File: src/rtl/vec_width_fifo_if.sv
`default_nettype none
// ============================================================================
// Module   : vec_width_fifo_if
// Purpose  : Bundles the data-path handshake and status signals of
//            vec_width_fifo. The producer/consumer side uses the master
//            modport; the FIFO itself uses the slave modport.
// Signals  : flush                - synchronous clear request
//            wr_valid/ready/data  - write beat handshake, WR_BYTES bytes
//            rd_valid/ready/data  - read beat handshake, RD_BYTES bytes
//            level                - bytes currently stored
//            ovf_err / unf_err    - sticky overflow / underflow flags
// Revision : 1.0 - initial release
// ============================================================================
interface vec_width_fifo_if #(
  parameter int WR_BYTES    = 4,
  parameter int RD_BYTES    = 2,
  parameter int DEPTH_BYTES = 64
);
  logic                               flush;
  logic                               wr_valid;
  logic                               wr_ready;
  logic [WR_BYTES-1:0][7:0]           wr_data;
  logic                               rd_valid;
  logic                               rd_ready;
  logic [RD_BYTES-1:0][7:0]           rd_data;
  logic [$clog2(DEPTH_BYTES+1)-1:0]   level;
  logic                               ovf_err;
  logic                               unf_err;

  modport master (
    output flush, wr_valid, wr_data, rd_ready,
    input  wr_ready, rd_valid, rd_data, level, ovf_err, unf_err
  );

  modport slave (
    input  flush, wr_valid, wr_data, rd_ready,
    output wr_ready, rd_valid, rd_data, level, ovf_err, unf_err
  );
endinterface
`default_nettype wire

File: src/rtl/vec_width_fifo.sv
`default_nettype none
// ============================================================================
// Module   : vec_width_fifo
// Purpose  : Byte-granular circular FIFO converting WR_BYTES-wide write beats
//            into RD_BYTES-wide read beats while preserving byte order.
//            Read side is first-word fall-through.
// Ports    : clk_in - clock, all state on rising edge
//            rst_in - asynchronous active-high reset
//            bus    - vec_width_fifo_if.slave (flush, write/read handshakes,
//                     level, sticky ovf_err / unf_err)
// Revision : 1.0 - initial release
// ============================================================================
module vec_width_fifo #(
  parameter int WR_BYTES    = 4,
  parameter int RD_BYTES    = 2,
  parameter int DEPTH_BYTES = 64
) (
  input  wire logic          clk_in,
  input  wire logic          rst_in,
  vec_width_fifo_if.slave    bus
);

  localparam int c_AW = (DEPTH_BYTES > 1) ? $clog2(DEPTH_BYTES) : 1;
  localparam int c_LW = $clog2(DEPTH_BYTES + 1);

  localparam logic [c_LW-1:0] c_DEPTH = c_LW'(DEPTH_BYTES);
  localparam logic [c_LW-1:0] c_WR    = c_LW'(WR_BYTES);
  localparam logic [c_LW-1:0] c_RD    = c_LW'(RD_BYTES);

  // Reject geometries the byte-pointer wrap arithmetic cannot support.
  if ((DEPTH_BYTES < 2) ||
      ((DEPTH_BYTES & (DEPTH_BYTES - 1)) != 0) ||
      (WR_BYTES < 1) || (RD_BYTES < 1) ||
      ((DEPTH_BYTES % WR_BYTES) != 0) ||
      ((DEPTH_BYTES % RD_BYTES) != 0)) begin : g_bad_params
    $error("vec_width_fifo: DEPTH_BYTES must be a power of two and a multiple of WR_BYTES and RD_BYTES");
  end

  logic [7:0]      r_mem [DEPTH_BYTES];
  logic [c_AW-1:0] r_wr_ptr;
  logic [c_AW-1:0] r_rd_ptr;
  logic [c_LW-1:0] r_level;
  logic            r_ovf_err;
  logic            r_unf_err;

  logic            w_wr_ready;
  logic            w_rd_valid;
  logic            w_wr_fire;
  logic            w_rd_fire;
  logic [c_LW-1:0] w_level_nxt;

  // Flow control looks only at the registered level: a read in the same
  // cycle never grants write credit, and a write never bypasses to the read.
  assign w_wr_ready = ((c_DEPTH - r_level) >= c_WR);
  assign w_rd_valid = (r_level >= c_RD);
  assign w_wr_fire  = bus.wr_valid & w_wr_ready;
  assign w_rd_fire  = w_rd_valid & bus.rd_ready;

  always_comb begin
    w_level_nxt = r_level;
    if (w_wr_fire) w_level_nxt = w_level_nxt + c_WR;
    if (w_rd_fire) w_level_nxt = w_level_nxt - c_RD;
  end

  // Pointers wrap for free because DEPTH_BYTES is a power of two.
  always_ff @(posedge clk_in or posedge rst_in) begin
    if (rst_in) begin
      r_wr_ptr  <= '0;
      r_rd_ptr  <= '0;
      r_level   <= '0;
      r_ovf_err <= 1'b0;
      r_unf_err <= 1'b0;
    end else if (bus.flush) begin
      r_wr_ptr  <= '0;
      r_rd_ptr  <= '0;
      r_level   <= '0;
      r_ovf_err <= 1'b0;
      r_unf_err <= 1'b0;
    end else begin
      if (w_wr_fire) r_wr_ptr <= r_wr_ptr + c_AW'(WR_BYTES);
      if (w_rd_fire) r_rd_ptr <= r_rd_ptr + c_AW'(RD_BYTES);
      r_level <= w_level_nxt;
      if (bus.wr_valid & ~w_wr_ready) r_ovf_err <= 1'b1;
      if (bus.rd_ready & ~w_rd_valid) r_unf_err <= 1'b1;
    end
  end

  // Storage has no reset; stale bytes are unreachable once pointers clear.
  always_ff @(posedge clk_in) begin
    if (w_wr_fire && !bus.flush) begin
      for (int k = 0; k < WR_BYTES; k++) begin
        r_mem[r_wr_ptr + c_AW'(k)] <= bus.wr_data[k];
      end
    end
  end

  for (genvar k = 0; k < RD_BYTES; k++) begin : g_rd_bytes
    assign bus.rd_data[k] = r_mem[r_rd_ptr + c_AW'(k)];
  end

  assign bus.wr_ready = w_wr_ready;
  assign bus.rd_valid = w_rd_valid;
  assign bus.level    = r_level;
  assign bus.ovf_err  = r_ovf_err;
  assign bus.unf_err  = r_unf_err;

endmodule
`default_nettype wire

File: src/flat_wrapper.sv
// flat-port wrapper written by rule: the top's interface ports become plain ports
module vec_width_fifo_flat 
#(
  parameter int WR_BYTES    = 4,
  parameter int RD_BYTES    = 2,
  parameter int DEPTH_BYTES = 64
)
  (clk_in, rst_in, bus_flush, bus_wr_valid, bus_wr_data, bus_rd_ready, bus_wr_ready, bus_rd_valid, bus_rd_data, bus_level, bus_ovf_err, bus_unf_err);
  vec_width_fifo_if #(.WR_BYTES(WR_BYTES), .RD_BYTES(RD_BYTES), .DEPTH_BYTES(DEPTH_BYTES)) bus_i ();
  input  wire logic clk_in;
  input  wire logic rst_in;
  input wire logic [$bits(bus_i.flush)-1:0] bus_flush;
  input wire logic [$bits(bus_i.wr_valid)-1:0] bus_wr_valid;
  input wire logic [$bits(bus_i.wr_data)-1:0] bus_wr_data;
  input wire logic [$bits(bus_i.rd_ready)-1:0] bus_rd_ready;
  output wire logic [$bits(bus_i.wr_ready)-1:0] bus_wr_ready;
  output wire logic [$bits(bus_i.rd_valid)-1:0] bus_rd_valid;
  output wire logic [$bits(bus_i.rd_data)-1:0] bus_rd_data;
  output wire logic [$bits(bus_i.level)-1:0] bus_level;
  output wire logic [$bits(bus_i.ovf_err)-1:0] bus_ovf_err;
  output wire logic [$bits(bus_i.unf_err)-1:0] bus_unf_err;
  assign bus_i.flush = bus_flush;
  assign bus_i.wr_valid = bus_wr_valid;
  assign bus_i.wr_data = bus_wr_data;
  assign bus_i.rd_ready = bus_rd_ready;
  assign bus_wr_ready = bus_i.wr_ready;
  assign bus_rd_valid = bus_i.rd_valid;
  assign bus_rd_data = bus_i.rd_data;
  assign bus_level = bus_i.level;
  assign bus_ovf_err = bus_i.ovf_err;
  assign bus_unf_err = bus_i.unf_err;
  vec_width_fifo #(.WR_BYTES(WR_BYTES), .RD_BYTES(RD_BYTES), .DEPTH_BYTES(DEPTH_BYTES)) u_core (.clk_in(clk_in), .rst_in(rst_in), .bus(bus_i));
endmodule
File: config.mk
export PLATFORM = sky130hd
export DESIGN_NAME = vec_width_fifo_flat
export DESIGN_NICKNAME = d
export VERILOG_FILES = /design/src/rtl/vec_width_fifo_if.sv /design/src/rtl/vec_width_fifo.sv /design/src/flat_wrapper.sv
export SDC_FILE = /design/constraint.sdc
export NUM_CORES = 1
export LEC_CHECK = 0
export CORE_MARGIN = 2
export CORE_UTILIZATION = 36
export CTS_BUF_LIST = sky130_fd_sc_hd__clkbuf_8
export CTS_CLUSTER_SIZE = 10
export DETAILED_ROUTE_END_ITERATION = 12
export SLEW_MARGIN = 20
export SYNTH_ARGS = -nofsm -noshare
export SYNTH_HDL_FRONTEND = slang
export SYNTH_SLANG_ARGS = --single-unit
export TNS_END_PERCENT = 50
File: constraint.sdc
create_clock -name clk_in -period 3 [get_ports clk_in]
set_input_delay 0.45 -clock clk_in [delete_from_list [all_inputs] [get_ports clk_in]]
set_output_delay 0.45 -clock clk_in [all_outputs]
set_load 0.02 [all_outputs]
==> impl_metrics.env, run 1 <==
export IMPL_die_h_um=274.1
export IMPL_relSlewSlack_pct=36.90
export IMPL_synth_ff_type="edfxtp_1"
export IMPL_ant_nets=0
export IMPL_cts_max_level=3
export IMPL_ys_types=50
export IMPL_ioPinCount=64
export IMPL_antenna_found_initial=1
export IMPL_clk_latency_ns=0.69
export IMPL_avgSynthCellArea_sq_um=16.85
export IMPL_path_clk_slew_ns=0.06
export IMPL_cts_buffers_inserted=88
export IMPL_synth_edff_count=512
export IMPL_cts_root_buf="clkbuf_8"
export IMPL_start_util_pct=36.19
export IMPL_coreArea_sq_um=72590
export IMPL_syn_inst=1559
export IMPL_num_rows=99
export IMPL_syn_nets=1603
export IMPL_wl_per_cell_um=27.50
export IMPL_status="complete, but fails checks"
export IMPL_path_cells="buf_6 -> buf_12 -> buf_12 -> buf_4 -> mux4_2 -> mux4_2 -> mux2_4 -> buf_6"
export IMPL_layout_drive_gt1_share_pct=57.18
export IMPL_synth_top_area_share_pct=58.53
export IMPL_grt_max_degree=65
export IMPL_required_ns=2.55
export IMPL_avgViaCountPerCell=5.460
export IMPL_dp_cells=2434
export IMPL_worst_slew_pin_slew_ns=0.9435
export IMPL_synth_warnings=0
export IMPL_cp_arrival_ns=3.11
export IMPL_dieWidth_um=274.1
export IMPL_cp_buffers_inverters=5
export IMPL_synth_area_leaders="edfxtp_1 (59%), mux2_2 (15%), mux4_2 (14%)"
export IMPL_die_area_sq_um=75140
export IMPL_drt_met1_wl_mm=31.19
export IMPL_cts_path_max_buffers=3
export IMPL_synthArstFlopShare_pct=3.214
export IMPL_cellLeakagePower_uw=0.01133
export IMPL_drv_slew=0
export IMPL_grt_ovfl_total=0
export IMPL_diodes=0
export IMPL_synth_top_area_cell="edfxtp_1"
export IMPL_violations="negative setup slack"
export IMPL_cts_sinks=529
export IMPL_max_stage_delay_ns=0.49
export IMPL_grt_pass1_wl_mm=103.9
export IMPL_yosys_register_bits=529
export IMPL_cap_violations=0
export IMPL_power_density_nw_per_um2=664.8
export IMPL_switching_share_pct=29.10
export IMPL_drt_initial_drc_count=1363
export IMPL_period_share_pct=118.7
export IMPL_p_sw_uw=6334
export IMPL_grt_pass1_vias=15040
export IMPL_topRoutingLayerUsed="met5"
export IMPL_post_route_min_period_ns=3.562
export IMPL_grtUsageTotal_pct=19.19
export IMPL_r2r_start="u_core.bus.level[2]$_DFF_PP0_"
export IMPL_p_comb_share_pct=34.2
export IMPL_final_instance_count_excl_fill=2685
export IMPL_wirelength_mm=73.84
export IMPL_synth_area_sq_um=26270
export IMPL_synth_seq_area_share_pct=60.15
export IMPL_p_seq_share_pct=39.1
export IMPL_cp_slowest_cell="dfrtp_4"
export IMPL_area_growth_synth_to_final_pct=24.64
export IMPL_cts_tree="built"
export IMPL_rsz0062_at_grt="yes"
export IMPL_finish_instance_area_sq_um=32740
export IMPL_path_class="flip-flop to primary output"
export IMPL_fin_skew_ns=0.03930
export IMPL_placed_area_sq_um=28580
export IMPL_final_net_count=1699
export IMPL_hold_viol=0
export IMPL_setup_viol=274
export IMPL_critical_path_top_delay_family="multiplexers"
export IMPL_dp_hpwl_mm=43.28
export IMPL_drc_errors=0
export IMPL_route_met2_wl_mm=36.42
export IMPL_clock_power_share_pct=26.7
export IMPL_numPortBuffers=62
export IMPL_vdd_drop_max_uv=549.6
export IMPL_wl_met3_mm=4.739
export IMPL_dr_pass1_iters=5
export IMPL_place_gp_congestion=0.7965
export IMPL_start_kind="flip-flop"
export IMPL_cp_end_kind="primary output"
export IMPL_hp_class="primary input to asynchronous set/reset pin"
export IMPL_cp_startpoint="u_core.r_rd_ptr[1]$_DFFE_PP0N_"
export IMPL_layout_setup_ws_ns=-0.5618
export IMPL_intPower_uw=15430
export IMPL_vias=14660
export IMPL_crit_fanout=6
export IMPL_clock_fmax_mhz=280.8
## power groups by stage
stage | Clock [uW] | Sequential [uW] | Combinational (uW)
floorplan | 0 | 8660 | 3690
global placement | 0 | 8660 | 5760
detailed placement | 0 | 8670 | 5830
CTS | 5930 | 8500 | 6810
global route | 6250 | 8520 | 7830
finish | 5820 | 8510 | 7440
## synthesized netlist by cell type (all sizes together) (2+ instances only)
master,number
a211oi,2
a21oi,4
a31o,2
a31oi,2
a41oi,2
and2,2
and3,2
buf,54
clkbuf,241
dfrtp,17
edfxtp,512
ha,7
inv,22
mux2,400
mux2i,6
mux4,160
nand2,11
nand3,6
nand3b,3
nand4,5
nor2,63
nor2b,4
nor3b,4
xnor2,7
xor2,7
## layout make-up
| type | count | area, sq um |
|---|---|---|
| Inverter | 23 | 101.3 |
| Timing Repair Buffer | 301 | 3845 |
| Clock buffer | 95 | 1308 |
| Multi-Input combinational cell | 712 | 10210 |
| Sequential cell | 529 | 15810 |
| Tap cell | 959 | 1200 |
| Fill cell | 6310 | 39850 |
| Clock inverter | 66 | 261.5 |
## stage by stage
| step | TNS, ns | hold slack [ns] | power, uW | util [%] | setup slack (ns) |
|---|---|---|---|---|---|
| 4_1_cts | -16.70 | 0.2273 | 21250 | 43.23 | -0.6168 |
| 2_1_floorplan | -4.135 | 0.3761 | 12360 | - | -0.05377 |
| 5_1_grt | -70.75 | 0.2569 | 22600 | 45.10 | -0.6289 |
| 6_report | -24.95 | 0.2402 | 21770 | 45.10 | -0.5618 |
| 3_5_place_dp | -42.29 | 0.4800 | 14490 | 39.37 | -0.2763 |
| 3_3_place_gp | -38.56 | 0.4764 | 14420 | 39.37 | -0.2718 |
## cells in the final DEF (no fill, tap or decap), types with 3 or more instances in the layout
| master | netlist | final |
|---|---|---|
| mux4_2 | 160 | 160 |
| inv_2 | 3 | 6 |
| buf_8 | 0 | 17 |
| xor2_1 | 7 | 5 |
| ha_1 | 7 | 4 |
| mux2i_1 | 6 | 6 |
| a21oi_1 | 4 | 3 |
| nor3b_1 | 4 | 3 |
| clkbuf_16 | 0 | 9 |
| nand4_1 | 5 | 5 |
| xnor2_1 | 7 | 4 |
| clkinvlp_4 | 0 | 4 |
| clkinv_2 | 0 | 7 |
| buf_12 | 0 | 68 |
| buf_2 | 19 | 8 |
| mux2_4 | 0 | 219 |
| nor2_8 | 4 | 4 |
| buf_6 | 10 | 46 |
| buf_16 | 0 | 10 |
| edfxtp_1 | 512 | 512 |
| nor2b_1 | 4 | 4 |
| mux2_2 | 349 | 179 |
| dfrtp_1 | 17 | 13 |
| nand3_1 | 6 | 4 |
| buf_4 | 13 | 103 |
| nor2_1 | 51 | 39 |
| clkinv_1 | 1 | 17 |
| nor2_4 | 4 | 19 |
| inv_1 | 19 | 54 |
| clkdlybuf4s50_1 | 0 | 37 |
| nand2_1 | 11 | 10 |
| clkbuf_8 | 0 | 95 |
## registers in the layout, summed over array words and instances (netlist names)
name and flops:
u_core.bus.unf_err 1, u_core.r_wr_ptr 4, u_core.r_mem 512, u_core.bus.ovf_err 1, u_core.r_rd_ptr 5, u_core.bus.level 6
## logic make-up (layout without fill, tap and decap cells)
kind of cell    Yosys count  in the layout  synth area share, %
compound gates           16             16               0.4478
xor+xnor                 14             14               0.4668
fa+ha+maj                 7              7               0.3334
buf+inv                 318            485                5.106
flops                   529            529                60.15
mux                     566            566                31.09
other cells               1              1              0.01428
simple gates            108            108                2.386
## per-layer routing
metal,track usage (%),vias up
met1,25.38,7888
met5,0,-
met3,4.352,115
met2,31.89,495
met4,5.049,2
li1,-,6160
## worst paths after layout
check | depth (start not counted) | slack [ns] | end
worst min-delay path | 2 | 0.24 | u_core.r_wr_ptr[5]$_DFFE_PP0N_
worst max-delay path | 8 | -0.56 | bus_rd_data[13]
min in group clk_in | 2 | 0.29 | u_core.r_mem[36][1]$_DFFE_PP_
max in group asynchronous | 2 | 2.17 | u_core.r_rd_ptr[2]$_DFFE_PP0N_
worst max register to register | 14 | -0.21 | u_core.r_mem[18][2]$_DFFE_PP_
worst min register to register | 1 | 0.49 | u_core.bus.ovf_err$_DFFE_PP0P_
## what timing repair did
item                                   in CTS  in global routing
gates cloned                               10                  9
setup endpoints to repair                 385                537
pin swaps                                   8                 19
gates resized for setup                   237                241
setup buffers                              45                 36
hold buffers                                1                  0
endpoints found under the hold margin       2                  0
Note: power is estimated with default switching activity, not from simulation.
==> run 2: changes to the inputs <==
CAP_MARGIN = 40   (was unset)
==> run 2 against run 1 <==
Effect of this change:
- critical path type unchanged
- core utilization increased by 0.48 points
- non-clock buffer count increased by 14
- total power increased by 0.33%
- die area unchanged
- the flow still finishes with violations (negative setup slack)
- worst hold slack improved by 0.054 ns
- global-route usage unchanged
- final area increased by 1.1%
- largest cell class unchanged
==> impl_metrics.env, run 2 (synthesized netlist as in run 1, its figures left out) <==
export IMPL_status="complete, but fails checks"
export IMPL_violations="negative setup slack"
export IMPL_tns_ns=-27.00
export IMPL_layout_setup_ws_ns=-0.5569
export IMPL_cts_buffers_inserted=88
export IMPL_ant_nets=0
export IMPL_dp_hpwl_mm=43.28
export IMPL_layout_drive_gt1_share_pct=57.47
export IMPL_path_clk_slew_ns=0.06
export IMPL_antenna_found_initial=1
export IMPL_route_met2_wl_mm=36.79
export IMPL_grt_max_degree=65
export IMPL_drt_initial_drc_count=1383
export IMPL_regMostFlops="u_core.r_mem"
export IMPL_start_kind="flip-flop"
export IMPL_final_instance_count_excl_fill=2699
export IMPL_fin_skew_ns=0.03905
export IMPL_coreArea_sq_um=72590
export IMPL_num_rows=99
export IMPL_clock_fmax_mhz=281.1
export IMPL_cap_violations=0
export IMPL_cp_arrival_ns=3.11
export IMPL_wirelength_mm=74.43
export IMPL_post_route_min_period_ns=3.557
export IMPL_final_cell_mix="edfxtp_1 (512), mux2_4 (265), mux4_2 (160), mux2_2 (133), buf_4 (108)"
export IMPL_grt_pass1_wl_mm=103.9
export IMPL_n_fill_cell=6275
export IMPL_period_share_pct=118.6
export IMPL_vdd_drop_max_uv=550.7
export IMPL_ioPinCount=64
export IMPL_avgViaCountPerCell=5.464
export IMPL_area_growth_synth_to_final_pct=25.96
export IMPL_numPortBuffers=62
export IMPL_final_net_count=1713
export IMPL_layout_commonest_cell="edfxtp_1"
export IMPL_vias=14750
export IMPL_clk_latency_ns=0.69
export IMPL_place_gp_congestion=0.7965
export IMPL_cts_root_buf="clkbuf_8"
export IMPL_worst_slew_pin_slew_ns=0.8905
export IMPL_relSlewSlack_pct=40.45
export IMPL_topRoutingLayerUsed="met5"
export IMPL_grt_pass1_vias=15040
export IMPL_hp_class="primary input to flip-flop"
export IMPL_die_area_sq_um=75140
export IMPL_place_ws_ns=-0.2763
export IMPL_power_density_nw_per_um2=660.0
export IMPL_drv_slew=0
export IMPL_grtUsageTotal_pct=19.19
export IMPL_largest_register_ffs=512
export IMPL_rsz0062_at_grt="yes"
export IMPL_die_h_um=274.1
export IMPL_grt_ovfl_total=0
export IMPL_hold_viol=0
export IMPL_drt_met1_wl_mm=31.91
export IMPL_cts_path_max_buffers=3
export IMPL_crit_fanout=6
export IMPL_cellLeakagePower_uw=0.01157
export IMPL_start_util_pct=36.19
export IMPL_wl_met3_mm=4.264
export IMPL_post_route_util_pct=45.58
export IMPL_wl_per_cell_um=27.58
export IMPL_dieWidth_um=274.1
export IMPL_required_ns=2.55
export IMPL_cts_max_level=3
export IMPL_dr_pass1_iters=5
export IMPL_setup_viol=312
export IMPL_path_class="flip-flop to primary output"
export IMPL_drc_errors=0
export IMPL_diodes=0
export IMPL_cts_sinks=529
export IMPL_dp_cells=2434
export IMPL_cp_end_kind="primary output"
export IMPL_cts_tree="built"
==> run 2: final cells by class <==
type / count / area, sq um / area share, %
multi-input combinational: 712 / 10390 / 31.39
clock inverter: 66 / 261.5 / 0.7904
sequential: 529 / 15810 / 47.78
timing repair buffer: 315 / 4020 / 12.15
tap: 959 / 1200 / 3.627
clock buffer: 95 / 1308 / 3.952
inverter: 23 / 101.3 / 0.3063
==> run 2: path summary, 6_finish.rpt <==
path / slack (ns) / cells after the start / startpoint / to
max in group asynchronous: 2.10 / 4 / rst_in / u_core.r_rd_ptr[2]$_DFFE_PP0N_
worst max register to register: -0.21 / 14 / u_core.bus.level[2]$_DFF_PP0_ / u_core.r_mem[18][2]$_DFFE_PP_
min in group asynchronous: 0.52 / 3 / rst_in / u_core.bus.level[1]$_DFFE_PP0N_
worst min-delay path: 0.29 / 2 / bus_wr_data[1] / u_core.r_mem[36][1]$_DFFE_PP_
worst min register to register: 0.49 / 1 / u_core.bus.ovf_err$_DFFE_PP0P_ / u_core.bus.ovf_err$_DFFE_PP0P_
worst max-delay path: -0.56 / 8 / u_core.r_rd_ptr[1]$_DFFE_PP0N_ / bus_rd_data[7]
==> run 2: metal layers <==
| layer | up-vias | track usage [%] |
|---|---|---|
| met5 | - | 0 |
| met4 | 2 | 5.049 |
| met3 | 113 | 4.352 |
| met2 | 512 | 31.89 |
| met1 | 7940 | 25.38 |
| li1 | 6179 | - |
==> run 2: worst max-delay path, stage by stage (launching register included) <==
cell,delay (ns)
dfrtp_4,0.49
buf_6,0.14
buf_12,0.15
buf_12,0.14
buf_12,0.14
mux4_2,0.43
mux4_2,0.48
mux2_4,0.31
buf_6,0.14
==> run 2: metrics by stage <==
step	hold slack, ns	area (sq um)	total power, uW
after floorplan	0.3761	26270	12360
after global placement	0.4764	28580	14420
after detailed placement	0.4800	28580	14490
after CTS	0.2273	31380	21250
after global routing	0.2626	33090	22670
final	0.2942	33090	21840
==> run 2: power by group <==
part           internal [uW]  switching (uW)  leakage, uW  total (uW)
combinational           4210            3300      0.00577        7510
clock                   2900            2920     0.000960        5820
sequential              8370             140      0.00484        8510
==> run 2: repair_timing <==
action	CTS	global route
hold endpoints to repair	2	2
cloned	10	10
hold buffers	1	1
setup buffers	45	42
gates resized for setup	237	287
setup endpoints to repair	385	537
pin swaps	8	20
==> run 3: changes to the inputs <==
CORE_MARGIN = 3   (was 2)
==> run 3 against run 2 <==
Effect of this change:
- cell count fell by 1.2%
- sequential power hardly changed
- total power shrank 3.2%
- largest power group unchanged
- critical path type unchanged
- count of clock-buffer cells in the layout did not move
- register-to-register slack gained 0.18 ns
- clock power decreased by 0.7%
- the run still ends with negative setup slack left
- final area shrank 3.1%
- combinational power is 8.5% lower
- die area rose by 1.5%
==> impl_metrics.env, run 3 (synthesized netlist as in run 1, its figures left out) <==
export IMPL_finish_instance_area_sq_um=32050
export IMPL_max_stage_delay_ns=0.56
export IMPL_cts_path_max_buffers=3
export IMPL_period_share_pct=117.3
export IMPL_intPower_uw=15090
export IMPL_diodes=0
export IMPL_cts_sinks=529
export IMPL_wirelength_mm=74.30
export IMPL_grt_pass1_vias=14820
export IMPL_r2r_start="u_core.bus.level[2]$_DFF_PP0_"
export IMPL_switching_share_pct=28.62
export IMPL_total_power_uw=21140
export IMPL_post_route_min_period_ns=3.520
export IMPL_final_cell_mix="edfxtp_1 (512), mux2_2 (229), mux4_2 (160), mux2_4 (148), buf_4 (123)"
export IMPL_num_rows=98
export IMPL_fin_skew_ns=0.03070
export IMPL_setup_viol=20
export IMPL_final_instance_count_excl_fill=2667
export IMPL_dieWidth_um=276.1
export IMPL_timing_hold_ws_ns=0.1210
export IMPL_clock_fmax_mhz=284.1
export IMPL_die_h_um=276.1
export IMPL_hold_start="bus_wr_data[5]"
export IMPL_reg2reg_to="u_core.r_mem[34][3]$_DFFE_PP_"
export IMPL_cap_violations=0
export IMPL_required_ns=2.55
export IMPL_cts_buffers_inserted=90
export IMPL_cts_tree="built"
export IMPL_worst_slew_pin_slew_ns=0.8692
export IMPL_layout_drive_gt1_share_pct=54.11
export IMPL_r2r_setup_slack_ns=-0.03
export IMPL_p_seq_share_pct=40.2
export IMPL_grt_pass1_wl_mm=102.1
export IMPL_critical_path_top_delay_family="multiplexers"
export IMPL_grt_max_degree=65
export IMPL_drt_initial_drc_count=1272
export IMPL_regMostFlops="u_core.r_mem"
export IMPL_hp_class="primary input to flip-flop"
export IMPL_avgViaCountPerCell=5.510
export IMPL_hold_end="u_core.r_mem[44][5]$_DFFE_PP_"
export IMPL_path_cells="buf_12 -> buf_12 -> buf_4 -> mux4_2 -> mux4_2 -> mux2_4 -> buf_6"
export IMPL_start_kind="flip-flop"
export IMPL_relSlewSlack_pct=41.87
export IMPL_rsz0062_at_grt="yes"
export IMPL_dp_hpwl_mm=44.03
export IMPL_cts_max_level=3
export IMPL_reg2reg_depth=11
export IMPL_clock_power_share_pct=27.4
export IMPL_clk_latency_ns=0.68
export IMPL_dp_cells=2452
export IMPL_drc_errors=0
export IMPL_crit_fanout=7
export IMPL_vdd_drop_max_uv=470.6
export IMPL_area_growth_synth_to_final_pct=22.02
export IMPL_path_clk_slew_ns=0.06
export IMPL_place_gp_congestion=0.7948
export IMPL_status="complete, but fails checks"
export IMPL_numPortBuffers=62
export IMPL_placed_area_sq_um=28780
export IMPL_largest_register_ffs=512
export IMPL_layout_setup_ws_ns=-0.5202
export IMPL_dr_pass1_iters=5
export IMPL_grtUsageTotal_pct=18.17
export IMPL_die_area_sq_um=76240
export IMPL_wl_per_cell_um=27.86
export IMPL_hold_viol=0
export IMPL_final_net_count=1694
export IMPL_vias=14700
export IMPL_grt_ovfl_total=0
export IMPL_cp_buffers_inverters=4
export IMPL_coreArea_sq_um=71850
export IMPL_hold_depth=1
export IMPL_cp_arrival_ns=3.07
export IMPL_p_sw_uw=6049
export IMPL_start_util_pct=36.56
export IMPL_cts_root_buf="clkbuf_8"
export IMPL_ioPinCount=64
export IMPL_layout_commonest_cell="edfxtp_1"
export IMPL_path_class="flip-flop to primary output"
export IMPL_cp_slowest_cell="mux4_2"
export IMPL_p_comb_share_pct=32.5
export IMPL_antenna_found_initial=1
export IMPL_violations="negative setup slack"
export IMPL_drv_slew=0
export IMPL_cellLeakagePower_uw=0.01104
export IMPL_power_density_nw_per_um2=659.5
export IMPL_ant_nets=0
export IMPL_cp_end_kind="primary output"
-- run 3: cell count changes in the layout (fill, tap and decap cells not counted), moves of 9 or more --
cell	delta
mux2_4	-117
mux2_2	+96
mux2_1	+21
buf_4	+15
buf_6	-14
buf_8	-13
nor2_1	+12
nor2_4	-11
buf_12	-9
inv_1	+9
-- run 3: how the worst max path moves through the flow --
| stage | from | end | cells after the start | slack, ns |
|---|---|---|---|---|
| 2_1_floorplan | u_core.bus.level[2]$_DFF_PP0_ | u_core.r_mem[49][0]$_DFFE_PP_ | 9 | -0.05 |
| 3_3_place_gp | u_core.r_rd_ptr[1]$_DFFE_PP0N_ | bus_rd_data[15] | 6 | -0.20 |
| 3_5_place_dp | u_core.r_rd_ptr[1]$_DFFE_PP0N_ | bus_rd_data[15] | 6 | -0.21 |
| 4_1_cts | u_core.r_rd_ptr[1]$_DFFE_PP0N_ | bus_rd_data[0] | 7 | -0.59 |
| 5_1_grt | u_core.r_rd_ptr[1]$_DFFE_PP0N_ | bus_rd_data[0] | 7 | -0.59 |
| 6_report | u_core.r_rd_ptr[1]$_DFFE_PP0N_ | bus_rd_data[0] | 7 | -0.52 |
-- run 3: repair_timing --
item / in CTS / in global routing
endpoints found under the setup margin: 303 / 366
gates resized for setup: 134 / 185
pin swaps: 3 / 11
gates cloned: 7 / 19
endpoints found under the hold margin: 0 / 1
setup buffers: 12 / 22
hold buffers: 0 / 1
-- run 3: layout make-up --
| class | instances | area, sq um |
|---|---|---|
| well taps | 950 | 1189 |
| clock inverters | 64 | 257.7 |
| flip-flops and latches | 529 | 15810 |
| repair buffers | 294 | 3622 |
| fillers | 6347 | 39800 |
| multi-input cells | 712 | 9778 |
| inverters | 23 | 86.33 |
| clock buffers | 95 | 1308 |
-- run 3: power by group through the flow --
stage / Sequential [uW] / Clock (uW) / Combinational (uW)
3_5_place_dp: 8630 / 0 / 5860
3_3_place_gp: 8620 / 0 / 5810
2_1_floorplan: 8660 / 0 / 3690
5_1_grt: 8500 / 6260 / 7270
4_1_cts: 8490 / 5930 / 6530
6_report: 8490 / 5780 / 6870
-- run 3: metal layers --
metal  GRT usage [%]  vias up  share of wire [%]
met1           24.81     7887                 42
met3           3.403      120                6.8
met2           30.29      541                 49
met5               0        -              0.017
li1                -     6145                  -
met4           4.062        2                2.1
-- run 3: stage by stage --
stage / setup slack [ns] / utilization (%) / setup TNS [ns]
floorplan: -0.05377 / - / -4.135
global placement: -0.2005 / 40.03 / -16.00
detailed placement: -0.2134 / 40.05 / -16.80
CTS: -0.5908 / 42.91 / -8.860
global route: -0.5940 / 44.61 / -16.01
finish: -0.5202 / 44.61 / -7.707
